`src/rtl/mem_port_arbiter_pkg.sv`:
```
// Shared definitions for the two-requester memory port arbiter.
// Holds the FSM state encoding, the default read-data width and the
// access-latency counter width (4 bits, so MEM_LAT may be 1..15).
package mem_port_arbiter_pkg;

    localparam int unsigned ARB_DATA_W = 32;
    localparam int unsigned ARB_CNT_W  = 4;

    typedef enum logic [1:0] {
        ARB_IDLE = 2'd0,
        ARB_BUSY = 2'd1,
        ARB_DONE = 2'd2
    } arb_state_e;

endpackage

```
`src/rtl/mem_lat_counter.sv`:
```
// Down-counter that times one fixed-latency memory access.
// Ports:
//   clk_i      rising-edge clock
//   rst_i      synchronous active-high reset
//   load_i     load load_val_i (takes precedence over dec_i)
//   load_val_i value to load, normally MEM_LAT-1
//   dec_i      decrement by one; saturates at zero
//   zero_o     count is zero (last access cycle while busy)
module mem_lat_counter
    import mem_port_arbiter_pkg::*;
(
    input  logic                 clk_i,
    input  logic                 rst_i,
    input  logic                 load_i,
    input  logic [ARB_CNT_W-1:0] load_val_i,
    input  logic                 dec_i,
    output logic                 zero_o
);

    logic [ARB_CNT_W-1:0] cnt_q, cnt_d;

    always_comb begin
        cnt_d = cnt_q;
        if (load_i) begin
            cnt_d = load_val_i;
        end else if (dec_i && (cnt_q != '0)) begin
            cnt_d = cnt_q - 1'b1;
        end
    end

    always_ff @(posedge clk_i) begin
        if (rst_i) begin
            cnt_q <= '0;
        end else begin
            cnt_q <= cnt_d;
        end
    end

    assign zero_o = (cnt_q == '0);

endmodule

```
`src/rtl/mem_port_arbiter.sv`:
```
// Arbiter granting one of two requesters (A = fetch, B = data) a shared
// memory port for a fixed MEM_LAT-cycle access, then pulsing the owner's
// done for one cycle with the captured read data.
// Optional build macro MEM_PORT_ARB_FIXED_PRIO_EN: when defined, A always
// wins simultaneous requests; otherwise priority alternates round-robin.
// Ports:
//   clk_i, rst_i           clock, synchronous active-high reset
//   req_a_i / req_b_i      requests, held until the matching done
//   we_a_i / we_b_i        write enables, held with the request
//   mem_rdata_i            memory read data, valid while mem_en_o is high
//   sel_o                  word-mux select (1 = A), holds last owner when idle
//   gnt_a_o / gnt_b_o      owner indication for the access cycles
//   mem_en_o, mem_we_o     memory enable, owner's write enable gated by enable
//   done_a_o / done_b_o    one-cycle completion pulses
//   rdata_o                read data captured on the last access cycle
module mem_port_arbiter
    import mem_port_arbiter_pkg::*;
#(
    parameter int unsigned DATA_W  = ARB_DATA_W,
    parameter int unsigned MEM_LAT = 2
) (
    input  logic              clk_i,
    input  logic              rst_i,
    input  logic              req_a_i,
    input  logic              req_b_i,
    input  logic              we_a_i,
    input  logic              we_b_i,
    input  logic [DATA_W-1:0] mem_rdata_i,
    output logic              sel_o,
    output logic              gnt_a_o,
    output logic              gnt_b_o,
    output logic              mem_en_o,
    output logic              mem_we_o,
    output logic              done_a_o,
    output logic              done_b_o,
    output logic [DATA_W-1:0] rdata_o
);

    if ((MEM_LAT < 1) || (MEM_LAT > ((1 << ARB_CNT_W) - 1))) begin : g_bad_mem_lat
        $error("mem_port_arbiter: MEM_LAT must be in 1..15");
    end

    arb_state_e        state_q, state_d;
    logic              sel_q, sel_d;
    logic              gnt_a_q, gnt_a_d;
    logic              gnt_b_q, gnt_b_d;
    logic              mem_en_q, mem_en_d;
    logic              done_a_q, done_a_d;
    logic              done_b_q, done_b_d;
    logic              prio_q, prio_d;  // 0 = A wins a tie, 1 = B wins
    logic [DATA_W-1:0] rdata_q, rdata_d;
    logic              grant_a;
    logic              cnt_load, cnt_dec, cnt_zero;

    mem_lat_counter u_lat_cnt (
        .clk_i      (clk_i),
        .rst_i      (rst_i),
        .load_i     (cnt_load),
        .load_val_i (ARB_CNT_W'(MEM_LAT - 1)),
        .dec_i      (cnt_dec),
        .zero_o     (cnt_zero)
    );

    always_comb begin
        state_d  = state_q;
        sel_d    = sel_q;
        gnt_a_d  = gnt_a_q;
        gnt_b_d  = gnt_b_q;
        mem_en_d = mem_en_q;
        done_a_d = 1'b0;
        done_b_d = 1'b0;
        prio_d   = prio_q;
        rdata_d  = rdata_q;
        grant_a  = 1'b0;
        cnt_load = 1'b0;
        cnt_dec  = 1'b0;

        unique case (state_q)
            ARB_IDLE: begin
                if (req_a_i || req_b_i) begin
                    grant_a  = req_a_i && (!req_b_i || !prio_q);
                    state_d  = ARB_BUSY;
                    sel_d    = grant_a;
                    gnt_a_d  = grant_a;
                    gnt_b_d  = !grant_a;
                    mem_en_d = 1'b1;
                    cnt_load = 1'b1;
                end
            end
            ARB_BUSY: begin
                cnt_dec = 1'b1;
                if (cnt_zero) begin
                    // Capture on writes too; the owner simply ignores it.
                    rdata_d  = mem_rdata_i;
                    state_d  = ARB_DONE;
                    gnt_a_d  = 1'b0;
                    gnt_b_d  = 1'b0;
                    mem_en_d = 1'b0;
                    done_a_d = sel_q;
                    done_b_d = !sel_q;
`ifdef MEM_PORT_ARB_FIXED_PRIO_EN
                    prio_d   = 1'b0;
`else
                    // Hand priority to the requester that was not just served.
                    prio_d   = sel_q;
`endif
                end
            end
            ARB_DONE: begin
                state_d = ARB_IDLE;
            end
            default: begin
                state_d = ARB_IDLE;
            end
        endcase
    end

    always_ff @(posedge clk_i) begin
        if (rst_i) begin
            state_q  <= ARB_IDLE;
            sel_q    <= 1'b0;
            gnt_a_q  <= 1'b0;
            gnt_b_q  <= 1'b0;
            mem_en_q <= 1'b0;
            done_a_q <= 1'b0;
            done_b_q <= 1'b0;
            prio_q   <= 1'b0;
            rdata_q  <= '0;
        end else begin
            state_q  <= state_d;
            sel_q    <= sel_d;
            gnt_a_q  <= gnt_a_d;
            gnt_b_q  <= gnt_b_d;
            mem_en_q <= mem_en_d;
            done_a_q <= done_a_d;
            done_b_q <= done_b_d;
            prio_q   <= prio_d;
            rdata_q  <= rdata_d;
        end
    end

    assign sel_o    = sel_q;
    assign gnt_a_o  = gnt_a_q;
    assign gnt_b_o  = gnt_b_q;
    assign mem_en_o = mem_en_q;
    assign mem_we_o = mem_en_q && (sel_q ? we_a_i : we_b_i);
    assign done_a_o = done_a_q;
    assign done_b_o = done_b_q;
    assign rdata_o  = rdata_q;

endmodule

```
`config.mk`:
```
export PLATFORM = sky130hd
export DESIGN_NAME = mem_port_arbiter
export DESIGN_NICKNAME = d
export VERILOG_FILES = /design/src/rtl/mem_port_arbiter_pkg.sv /design/src/rtl/mem_lat_counter.sv /design/src/rtl/mem_port_arbiter.sv
export SDC_FILE = /design/constraint.sdc
export NUM_CORES = 1
export LEC_CHECK = 0
export ABC_CLOCK_PERIOD_IN_PS = 1200
export CORE_UTILIZATION = 30
export DETAILED_ROUTE_END_ITERATION = 8
export GPL_ROUTABILITY_DRIVEN = 0
export PLACE_DENSITY = 0.68
export SLEW_MARGIN = 20
export SYNTH_ARGS = -nofsm -noshare
export SYNTH_HDL_FRONTEND = slang
export SYNTH_SLANG_ARGS = --single-unit
```
`constraint.sdc`:
```
create_clock -name clk_i -period 1.2 [get_ports clk_i]
set_input_delay 0.12 -clock clk_i [delete_from_list [all_inputs] [get_ports clk_i]]
set_output_delay 0.12 -clock clk_i [all_outputs]
set_load 0.1 [all_outputs]
```
==> run metrics, run 1 <==
worst-path fanout max 5; normalized max-slew margin approximately four fifths; Crit path arrival time between 1.5 and 2 ns; largest net degree at the start of global routing 55; initial core utilization between 30 and 40%; via count about 1,700; Hold Crit Endpoint rdata_o[15]$_SDFFE_PP0P_; initial antenna violation count 0; post-synthesis cell count 198; Leak ~1.4 nW; core box area 0.00589 mm²; WS Path Type reg2reg; failing checks setup timing; area delta synth->final 94.8%; Hold Crit Class in2reg; Clock Skew just over 0.007 ns; worst hold path depth 3; Tot Pwr about 5.4 mW; Slew @ Worst Pin about 0.28 ns; CP Launch Type flip-flop; Detailed Routing Iterations Pass 1 4; gr ovfl total 0; Slew Limit Fails 0; total CTS buffers 5; CP required roughly 1.4 ns; vias in the first global route between 1,500 and 2,000; Die X 80.1 µm; clock root buffer clkbuf_8; FF+latch count, synth 45; commonest non-fill, non-tap cell in the layout nand2_1; CTS tree yes; Avg WL per Cell around 12 µm; Reg-to-Reg Start u_lat_cnt.cnt_q[1]$_SDFFE_PP0P_; Critical Path Source u_lat_cnt.cnt_q[1]$_SDFFE_PP0P_; Rows 28; non-filler cells, final between 300 and 400; FF-to-FF End rdata_o[18]$_SDFFE_PP0P_; cts hold-fix bufs 0; Clk pwr share 23.1%; Comb power frac between 40% and 50%; Worst-path clk slew 0.09 ns; Fin. Hold Viols 0; share of cells above drive strength 1 approximately 36%; DRC viols 0; PortBufs 76; Reg power frac about 33%; Die ar. between 0.006 and 0.007 mm²; CP endpoint kind flip-flop; RSZ-0062 raised after global routing yes; Max Root-Sink Buffers 2; syn_area_per_cell 9.24 µm²; Psw just over 2 mW; Detail Placement HPWL ~3300 µm; unique cell type count in the Yosys netlist 29; critical-path cell list inv_2 -> ha_4 -> nand3b_4 -> nor2_4 -> buf_12 -> clkbuf_16 -> mux2i_1; setup slack, reg-to-reg -0.16 ns; Switching Fraction about 37%; synthesized area between 0.0015 and 0.002 mm²; Ys Warns 0; slowest stage delay, CP roughly 0.33 ns; via/cell ratio between 4 and 5; Ports between 70 and 80; cell count after placement 356; first-pass GRT wire length 7180 µm; Tot GR Track Use roughly 14%; async set-reset flop share out of synthesis 0%; internal power 3.40 mW; commonest non-fill, non-tap cells in the layout nand2_1, buf_12, clkdlybuf4s50_1, dfxtp_1, mux2i_1; die height approximately 80 µm; Mapped Nets roughly 240; Detail Route Antenna Nets 0; commonest register cell after synthesis dfxtp_1; slowest CP cell dfxtp_2; final wirelength between 4000 and 5000 µm; Hold Path Origin mem_rdata_i[15]; clk_lat worst skew between 0.2 and 0.3 ns; pwr/cell area 1520 mW/mm²; Worst Slack Setup Final -0.161 ns; Final Cycle Share 113%; setup violators final between 40 and 50; Worst Reg-to-Reg Cells 7; post-route minimum period ~1.4 ns; sequential area share after synthesis between 40% and 50%; run status finished, violations left; Antenna Cells 0; CTS sink count 45; max_cap viols 0; maximum clock frequency approximately 730 MHz; fin nets 334; Peak VDD IR ~710 µV; H-tree levels 2; Initial DRC Count between 40 and 50; EDFF count, synth 0
routing by layer:
layer | up-vias | GRT usage (%) | share of wire (%)
met1 | 777 | 16.1 | 43
met3 | 5 | 4.20 | 5.5
met5 | - | 0 | 0
li1 | 854 | - | -
met2 | 46 | 25.7 | 51
met4 | 0 | 5.71 | 1.1
cells by family (layout without fill, tap and decap cells):
kind of cell | Yosys count | count (layout) | synth area share, %
compound gates | 16 | 16 | 5.75
mux | 34 | 34 | 18.6
flops | 45 | 45 | 49.2
buf+inv | 16 | 114 | 4.58
fa+ha+maj | 1 | 1 | 0.684
simple gates | 86 | 86 | 21.1
power groups by stage:
stage               clock [mW]  combinational, mW  sequential (mW)
detailed placement           0               2.18             1.83
CTS                       1.30               2.25             1.80
global placement             0               2.16             1.82
finish                    1.25               2.38             1.80
floorplan                    0              0.483             2.65
global route              1.36               2.47             1.82
repair_timing:
item | CTS | global route
buffers inserted | 3 | 2
resized for setup | 12 | 16
gates cloned | 0 | 2
pin swaps | 2 | 2
setup endpoints to repair | 40 | 43
worst max-delay path, delay by kind of cell (launching register included):
kind / cells / cell delay, ns
AND/OR/NAND/NOR: 2 / 0.26
multiplexers: 1 / 0.21
buffers and inverters: 3 / 0.34
adder cells (fa/ha/maj): 1 / 0.15
flip-flops: 1 / 0.33
flip-flops by register name (all words and copies together), names as in the netlist:
| name | cells |
|---|---|
| u_lat_cnt.cnt_q | 4 |
| gnt_b_o | 1 |
| rdata_o | 32 |
| prio_q | 1 |
| done_a_o | 1 |
| state_q | 2 |
| mem_en_o | 1 |
| gnt_a_o | 1 |
| done_b_o | 1 |
| sel_o | 1 |
layout make-up:
cell class	count	area, µm²
Clock buffer	6	93.8
Clock inverter	2	35.0
Fill cell	474	2320
Inverter	5	18.8
Multi-Input combinational cell	137	988
Sequential cell	45	918
Tap cell	75	93.8
Timing Repair Buffer	101	1420
synthesized netlist by cell type (all sizes together) (2+ instances only):
cell,instances,area (µm²)
nor3,3,15.0
a21oi,3,15.0
nor2,3,18.8
dfxtp,45,901
or3,2,12.5
nand2b,2,12.5
inv,5,18.8
mux2i,34,340
a211oi,2,15.0
or2,3,18.8
buf,7,50.0
nand2,66,248
a221oi,2,17.5
nor3b,3,27.5
clkbuf,4,15.0
o21ai,4,20.0
o31ai,2,15.0
stage by stage:
step | worst slack [ns] | utilization [%] | area, µm² | hold slack [ns] | setup TNS [ns]
floorplan | -0.199 | - | 1880 | 0.224 | -1.56
global placement | -0.128 | 54.7 | 3220 | 0.463 | -2.08
detailed placement | -0.152 | 54.7 | 3220 | 0.475 | -3.49
CTS | -0.141 | 58.0 | 3410 | 0.354 | -3.16
global route | -0.202 | 60.5 | 3560 | 0.354 | -5.85
finish | -0.161 | 60.5 | 3560 | 0.364 | -3.76
worst max-delay path by stage:
stage	end	cells after the start
after floorplan	mem_we_o	1
after global placement	gnt_b_o$_SDFFE_PP0P_	4
after global routing	rdata_o[18]$_SDFFE_PP0P_	7
after CTS	rdata_o[28]$_SDFFE_PP0P_	6
final	rdata_o[18]$_SDFFE_PP0P_	7
after detailed placement	gnt_b_o$_SDFFE_PP0P_	4
Power figures use the tool's default switching activity.
==> run 2: changes to the inputs <==
ABC_CLOCK_PERIOD_IN_PS = 1500   (was 1200)
CORE_MARGIN = 2   (was default)
PLACE_DENSITY = 0.66   (was 0.68)
clock period = 1.5 ns   (was 1.2 ns; I/O delays follow)
==> run 2 against run 1 <==
The run now ends clean. Power shrank 29%. Wire length shrank 3.2%. Fmax shrank 5.2%. Count of clock-buffer cells in the layout is the same.
==> run metrics, run 2 (synthesized netlist as in run 1, its figures left out) <==
Switching Fraction 39.5% (was 37.3%); Worst Reg-to-Reg Cells 6 (was 7); Crit path arrival time 1.65 ns (was 1.58 ns); met1 wire length 1960 µm (was 1990 µm); final wirelength 4490 µm (was 4630 µm); commonest non-fill, non-tap cell in the layout nand2_1 (unchanged); end of the critical path rdata_o[6]$_SDFFE_PP0P_ (was rdata_o[18]$_SDFFE_PP0P_); gr ovfl total 0 (unchanged); setup_tns 0 ns (was -3.76 ns); worst-path fanout max 5 (unchanged); met2 wire length 2200 µm (was 2340 µm); Die X 82.1 µm (was 80.1 µm); internal power 2.35 mW (was 3.40 mW); Reg power frac 37.1% (was 33.1%); pwr/cell area 1180 mW/mm² (was 1520 mW/mm²); initial antenna violation count 0 (unchanged); Psw 1.53 mW (was 2.02 mW); clock root buffer clkbuf_8 (unchanged); clk_lat worst skew 0.29 ns (about the same); initial core utilization 30.9% (was 31.1%); Avg WL per Cell 12.6 µm (was 12.5 µm); Antenna Cells 0 (unchanged); CP endpoint kind flip-flop (unchanged); H-tree levels 2 (unchanged); Hold Path Origin mem_rdata_i[29] (was mem_rdata_i[15]); Rows 28 (unchanged); FF-to-FF End rdata_o[6]$_SDFFE_PP0P_ (was rdata_o[18]$_SDFFE_PP0P_); normalized max-slew margin 78.5% (was 81.5%); via/cell ratio 4.47 (was 4.53); Critical Path Source u_lat_cnt.cnt_q[0]$_SDFFE_PP0P_ (was u_lat_cnt.cnt_q[1]$_SDFFE_PP0P_); first-pass GRT wire length 6400 µm (was 7180 µm); area delta synth->final 79.1% (was 94.8%); commonest non-fill, non-tap cells in the layout nand2_1, dfxtp_1, buf_12, clkdlybuf4s50_1, mux2i_1 (was nand2_1, buf_12, clkdlybuf4s50_1, dfxtp_1, mux2i_1); met3 wire length 265 µm (was 253 µm); Comb power frac 45.2% (was 43.8%); core box area 0.00592 mm² (was 0.00589 mm²); run status completed (was finished, violations left); Leak 1.27 nW (was 1.40 nW); Ports 77 (unchanged); CTS sink count 45 (unchanged); Peak VDD IR 485 µV (was 711 µV); maximum clock frequency 696 MHz (was 735 MHz); Hold Crit Class in2reg (unchanged); die height 82.1 µm (was 80.1 µm); CP required 1.71 ns (was 1.42 ns); Tot GR Track Use 12.6% (was 14.5%); Fin. Hold Viols 0 (unchanged); setup slack, reg-to-reg 0.06 ns (was -0.16 ns); Detailed Routing Iterations Pass 1 4 (unchanged); Clock Skew 0.00535 ns (was 0.00706 ns); fin nets 319 (was 334); Slew @ Worst Pin 0.322 ns (was 0.276 ns); PortBufs 76 (unchanged); cell count after placement 344 (was 356); Final Cycle Share 95.7% (was 113%); highest metal used met4 (unchanged); Clk pwr share 17.7% (was 23.1%); CTS tree yes (unchanged); vias in the first global route 1,431 (was 1,631); total CTS buffers 5 (unchanged); WS Path Type reg2reg (unchanged); setup violators final 0 (was 43); Worst-path clk slew 0.08 ns (was 0.09 ns); CP Launch Type flip-flop (unchanged); Slew Limit Fails 0 (unchanged); DRC viols 0 (unchanged); Die ar. 0.00674 mm² (was 0.00641 mm²); Detail Route Antenna Nets 0 (unchanged); via count 1,587 (was 1,682); Largest register FFs 32 (unchanged); non-filler cells, final 355 (was 371); Reg-to-Reg Start u_lat_cnt.cnt_q[0]$_SDFFE_PP0P_ (was u_lat_cnt.cnt_q[1]$_SDFFE_PP0P_); post-route minimum period 1.44 ns (was 1.36 ns); Max Root-Sink Buffers 2 (unchanged); share of cells above drive strength 1 23.9% (was 36.5%); largest net degree at the start of global routing 44 (was 55); Filler cells 514 (was 474); Initial DRC Count 44 (was 45); max_cap viols 0 (unchanged); Detail Placement HPWL 3120 µm (was 3270 µm)
[run 2: changes by cell type in the layout (fill, tap and decap cells not counted), sizes merged]
cell    change
bufinv      -1
buf        -15
[run 2: how the worst min path moves through the flow]
stage	endpoint	slack, ns	cells after the start
final	rdata_o[29]$_SDFFE_PP0P_	0.41	3
after global routing	rdata_o[21]$_SDFFE_PP0P_	0.41	3
after CTS	rdata_o[29]$_SDFFE_PP0P_	0.40	3
after floorplan	gnt_b_o$_SDFFE_PP0P_	0.26	1
after detailed placement	done_b_o$_SDFF_PP0_	0.47	1
after global placement	done_b_o$_SDFF_PP0_	0.47	1
[run 2: per-stage QoR]
step | setup WS, ns | cell area (µm²) | power [mW] | util, % | hold WS [ns]
after detailed placement | 0.0625 | 3100 | 3.13 | 52.4 | 0.468
after global placement | 0.115 | 3100 | 3.12 | 52.4 | 0.466
after floorplan | 0.0174 | 1840 | 2.47 | - | 0.261
after global routing | -0.00947 | 3280 | 4.05 | 55.3 | 0.408
after CTS | 0.0429 | 3180 | 3.84 | 53.7 | 0.399
final | 0.0641 | 3280 | 3.88 | 55.3 | 0.409
[run 2: worst max-delay path, cell delays in order (launching register included)]
cell and delay, ns:
dfxtp_2 0.34, inv_2 0.08, ha_4 0.15, nand3b_4 0.10
nor2_4 0.29, clkbuf_16 0.22, mux2i_1 0.18
[run 2: repair_timing]
action | 4_1_cts | 5_1_grt
gates resized for setup | 0 | 7
buffers inserted | 0 | 1
hold buffers | 0 | 0
endpoints found under the setup margin | 0 | 29
[run 2: final cells by class]
type | instances | area (µm²) | area share, %
Timing Repair Buffer | 86 | 1300 | 39.8
Sequential cell | 45 | 907 | 27.7
Multi-Input combinational cell | 137 | 876 | 26.7
Tap cell | 75 | 93.8 | 2.86
Clock buffer | 6 | 72.6 | 2.22
Inverter | 5 | 18.8 | 0.573
Clock inverter | 1 | 5.00 | 0.153
[run 2: metal layers]
| layer | track usage [%] | vias to the layer above |
|---|---|---|
| li1 | - | 821 |
| met1 | 14.7 | 717 |
| met2 | 21.1 | 45 |
| met3 | 4.40 | 4 |
| met4 | 5.00 | 0 |
| met5 | 0 | - |
[run 2: power by group through the flow]
stage | combinational [mW] | clock [mW] | sequential [mW]
after global placement | 1.66 | 0 | 1.46
final | 1.75 | 0.687 | 1.44
after floorplan | 0.362 | 0 | 2.11
after CTS | 1.67 | 0.732 | 1.43
after detailed placement | 1.67 | 0 | 1.46
after global routing | 1.82 | 0.782 | 1.45
==> run 3: changes to the inputs <==
ABC_CLOCK_PERIOD_IN_PS = 1600   (was 1500)
clock period = 1.6 ns   (was 1.5 ns; I/O delays follow)
==> run 3 against run 2 <==
Final area fell by 1.1%. Flip-flop and latch count did not move. Sequential power fell by 6%. Utilization fell by 0.61 points. Non-clock buffer count fell by 4. First-iteration DRC count fell by 32%. Clock skew barely moved.
==> run metrics, run 3 (synthesized netlist as in run 1, its figures left out) <==
run status completed (unchanged); CTS sink count 45 (unchanged); FF-to-FF End rdata_o[13]$_SDFFE_PP0P_ (was rdata_o[6]$_SDFFE_PP0P_); Psw 1.45 mW (was 1.53 mW); gr ovfl total 0 (unchanged); grt peak-use layer met2 (unchanged); Die X 82.1 µm (unchanged); cts hold-fix bufs 0 (unchanged); Leak 1.26 nW (was 1.27 nW); Global Route met1 Usage 15.8% (was 14.7%); Peak VDD IR 493 µV (was 485 µV); WS Path Type reg2reg (unchanged); Detailed Routing Iterations Pass 1 4 (unchanged); Switching Fraction 37.0% (was 39.5%); Reg power frac 34.3% (was 37.1%); setup_tns 0 ns (unchanged); Comb power frac 39.7% (was 45.2%); total CTS buffers 5 (unchanged); Worst Reg-to-Reg Cells 6 (unchanged); Max Root-Sink Buffers 2 (unchanged); CP required 1.82 ns (was 1.71 ns); post-CTS setup buffers 0 (unchanged); via/cell ratio 4.53 (was 4.47); initial core utilization 30.9% (unchanged); setup violators final 0 (unchanged); Initial DRC Count 30 (was 44); worst hold path depth 3 (unchanged); Die ar. 0.00674 mm² (unchanged); CTS tree yes (unchanged); largest net degree at the start of global routing 35 (was 44); first-pass GRT wire length 6860 µm (was 6400 µm); DRC viols 0 (unchanged); Resized cells post-CTS 0 (unchanged); maximum clock frequency 694 MHz (was 696 MHz); Clock Skew 0.00560 ns (was 0.00535 ns); pwr/cell area 1210 mW/mm² (was 1180 mW/mm²); Tot GR Track Use 13.1% (was 12.6%); Antenna Cells 0 (unchanged); GR Layer Usage met3 5.05% (was 4.40%); vias in the first global route 1,534 (was 1,431); Slew @ Worst Pin 0.306 ns (was 0.322 ns); setup slack, reg-to-reg 0.16 ns (was 0.06 ns); Tot Pwr 3.93 mW (was 3.88 mW); clk_lat worst skew 0.30 ns (was 0.29 ns); Largest register FFs 32 (unchanged); Detail Placement HPWL 3180 µm (was 3120 µm); final core area utilization 54.7% (was 55.3%); Slew Limit Fails 0 (unchanged); core box area 0.00592 mm² (unchanged); GR Util met2 21.6% (was 21.1%); Rows 28 (unchanged); fin nets 315 (was 319); RSZ-0062 raised after global routing no; Crit path arrival time 1.66 ns (was 1.65 ns); worst-path fanout max 18 (was 5); area delta synth->final 77.1% (was 79.1%); internal power 2.47 mW (was 2.35 mW); Hold Path Origin mem_rdata_i[29] (unchanged); H-tree levels 2 (unchanged); commonest non-fill, non-tap cell in the layout nand2_1 (unchanged); PortBufs 76 (unchanged); share of cells above drive strength 1 21.7% (was 23.9%); initial antenna violation count 0 (unchanged); normalized max-slew margin 79.5% (was 78.5%); Fin. Hold Viols 0 (unchanged); clock root buffer clkbuf_8 (unchanged); commonest non-fill, non-tap cells in the layout nand2_1, dfxtp_1, buf_12, clkdlybuf4s50_1, mux2i_1 (unchanged); Reg-to-Reg Start u_lat_cnt.cnt_q[0]$_SDFFE_PP0P_ (unchanged); Ports 77 (unchanged); Avg WL per Cell 12.0 µm (was 12.6 µm); Hold Crit Class in2reg (unchanged); Worst-path clk slew 0.09 ns (was 0.08 ns); via count 1,596 (was 1,587); final wirelength 4220 µm (was 4490 µm); Final Cycle Share 90.0% (was 95.7%); Hold Crit Endpoint rdata_o[29]$_SDFFE_PP0P_ (unchanged); max_cap viols 0 (unchanged); Clk pwr share 26.0% (was 17.7%); post-route minimum period 1.44 ns (about the same); Detail Route Antenna Nets 0 (unchanged); CP Launch Type flip-flop (unchanged); die height 82.1 µm (unchanged); CP endpoint kind flip-flop (unchanged)
[run 3: cell types whose count changed in the layout (fill, tap and decap cells not counted), moves of 2 or more]
cell,delta
bufinv_16,+2
inv_2,-2
clkbuf_16,-2
inv_1,+2
[run 3: final cells by class]
type	instances	area (µm²)
Clock buffer	5	68.8
Multi-Input combinational cell	137	852
Sequential cell	45	903
Tap cell	75	93.8
Timing Repair Buffer	82	1230
Fill cell	523	2680
Clock inverter	3	68.8
Inverter	5	18.8
[run 3: how the worst max path moves through the flow]
stage | startpoint | to | slack (ns) | depth (start not counted)
after global routing | u_lat_cnt.cnt_q[0]$_SDFFE_PP0P_ | rdata_o[13]$_SDFFE_PP0P_ | 0.007 | 6
after global placement | req_a_i | gnt_b_o$_SDFFE_PP0P_ | 0.22 | 4
after CTS | u_lat_cnt.cnt_q[0]$_SDFFE_PP0P_ | rdata_o[13]$_SDFFE_PP0P_ | 0.14 | 6
final | u_lat_cnt.cnt_q[0]$_SDFFE_PP0P_ | rdata_o[13]$_SDFFE_PP0P_ | 0.16 | 6
after detailed placement | u_lat_cnt.cnt_q[0]$_SDFFE_PP0P_ | rdata_o[13]$_SDFFE_PP0P_ | 0.17 | 6
after floorplan | sel_o$_SDFFE_PP0P_ | mem_we_o | 0.04 | 2
[run 3: power by group through the flow]
stage,Sequential (mW),Combinational [mW],Clock [mW]
6_report,1.35,1.56,1.02
5_1_grt,1.36,1.62,1.10
4_1_cts,1.35,1.57,1.06
3_5_place_dp,1.37,1.57,0
3_3_place_gp,1.37,1.56,0
2_1_floorplan,1.98,0.340,0
[run 3: critical path, stage by stage (launching register included)]
cell	delay [ns]
dfxtp_1	0.34
inv_1	0.08
ha_1	0.19
nand3b_2	0.16
nor2_4	0.19
buf_12	0.20
mux2i_1	0.20
[run 3: metrics by stage]
stage / hold slack [ns] / instances / area, µm² / setup WS, ns
floorplan: 0.271 / 198 / 1840 / 0.0429
global placement: 0.479 / 344 / 3100 / 0.218
detailed placement: 0.486 / 344 / 3100 / 0.170
CTS: 0.393 / 352 / 3240 / 0.138
global route: 0.396 / 352 / 3240 / 0.00733
finish: 0.404 / 352 / 3240 / 0.160
[run 3: routing by layer]
metal	wire length [µm]	share of wire, %	vias to the layer above
met3	344	8.2	8
met1	1820	43	721
met2	2010	48	52
met4	44	1.0	0
met5	0	0	-
li1	-	-	815
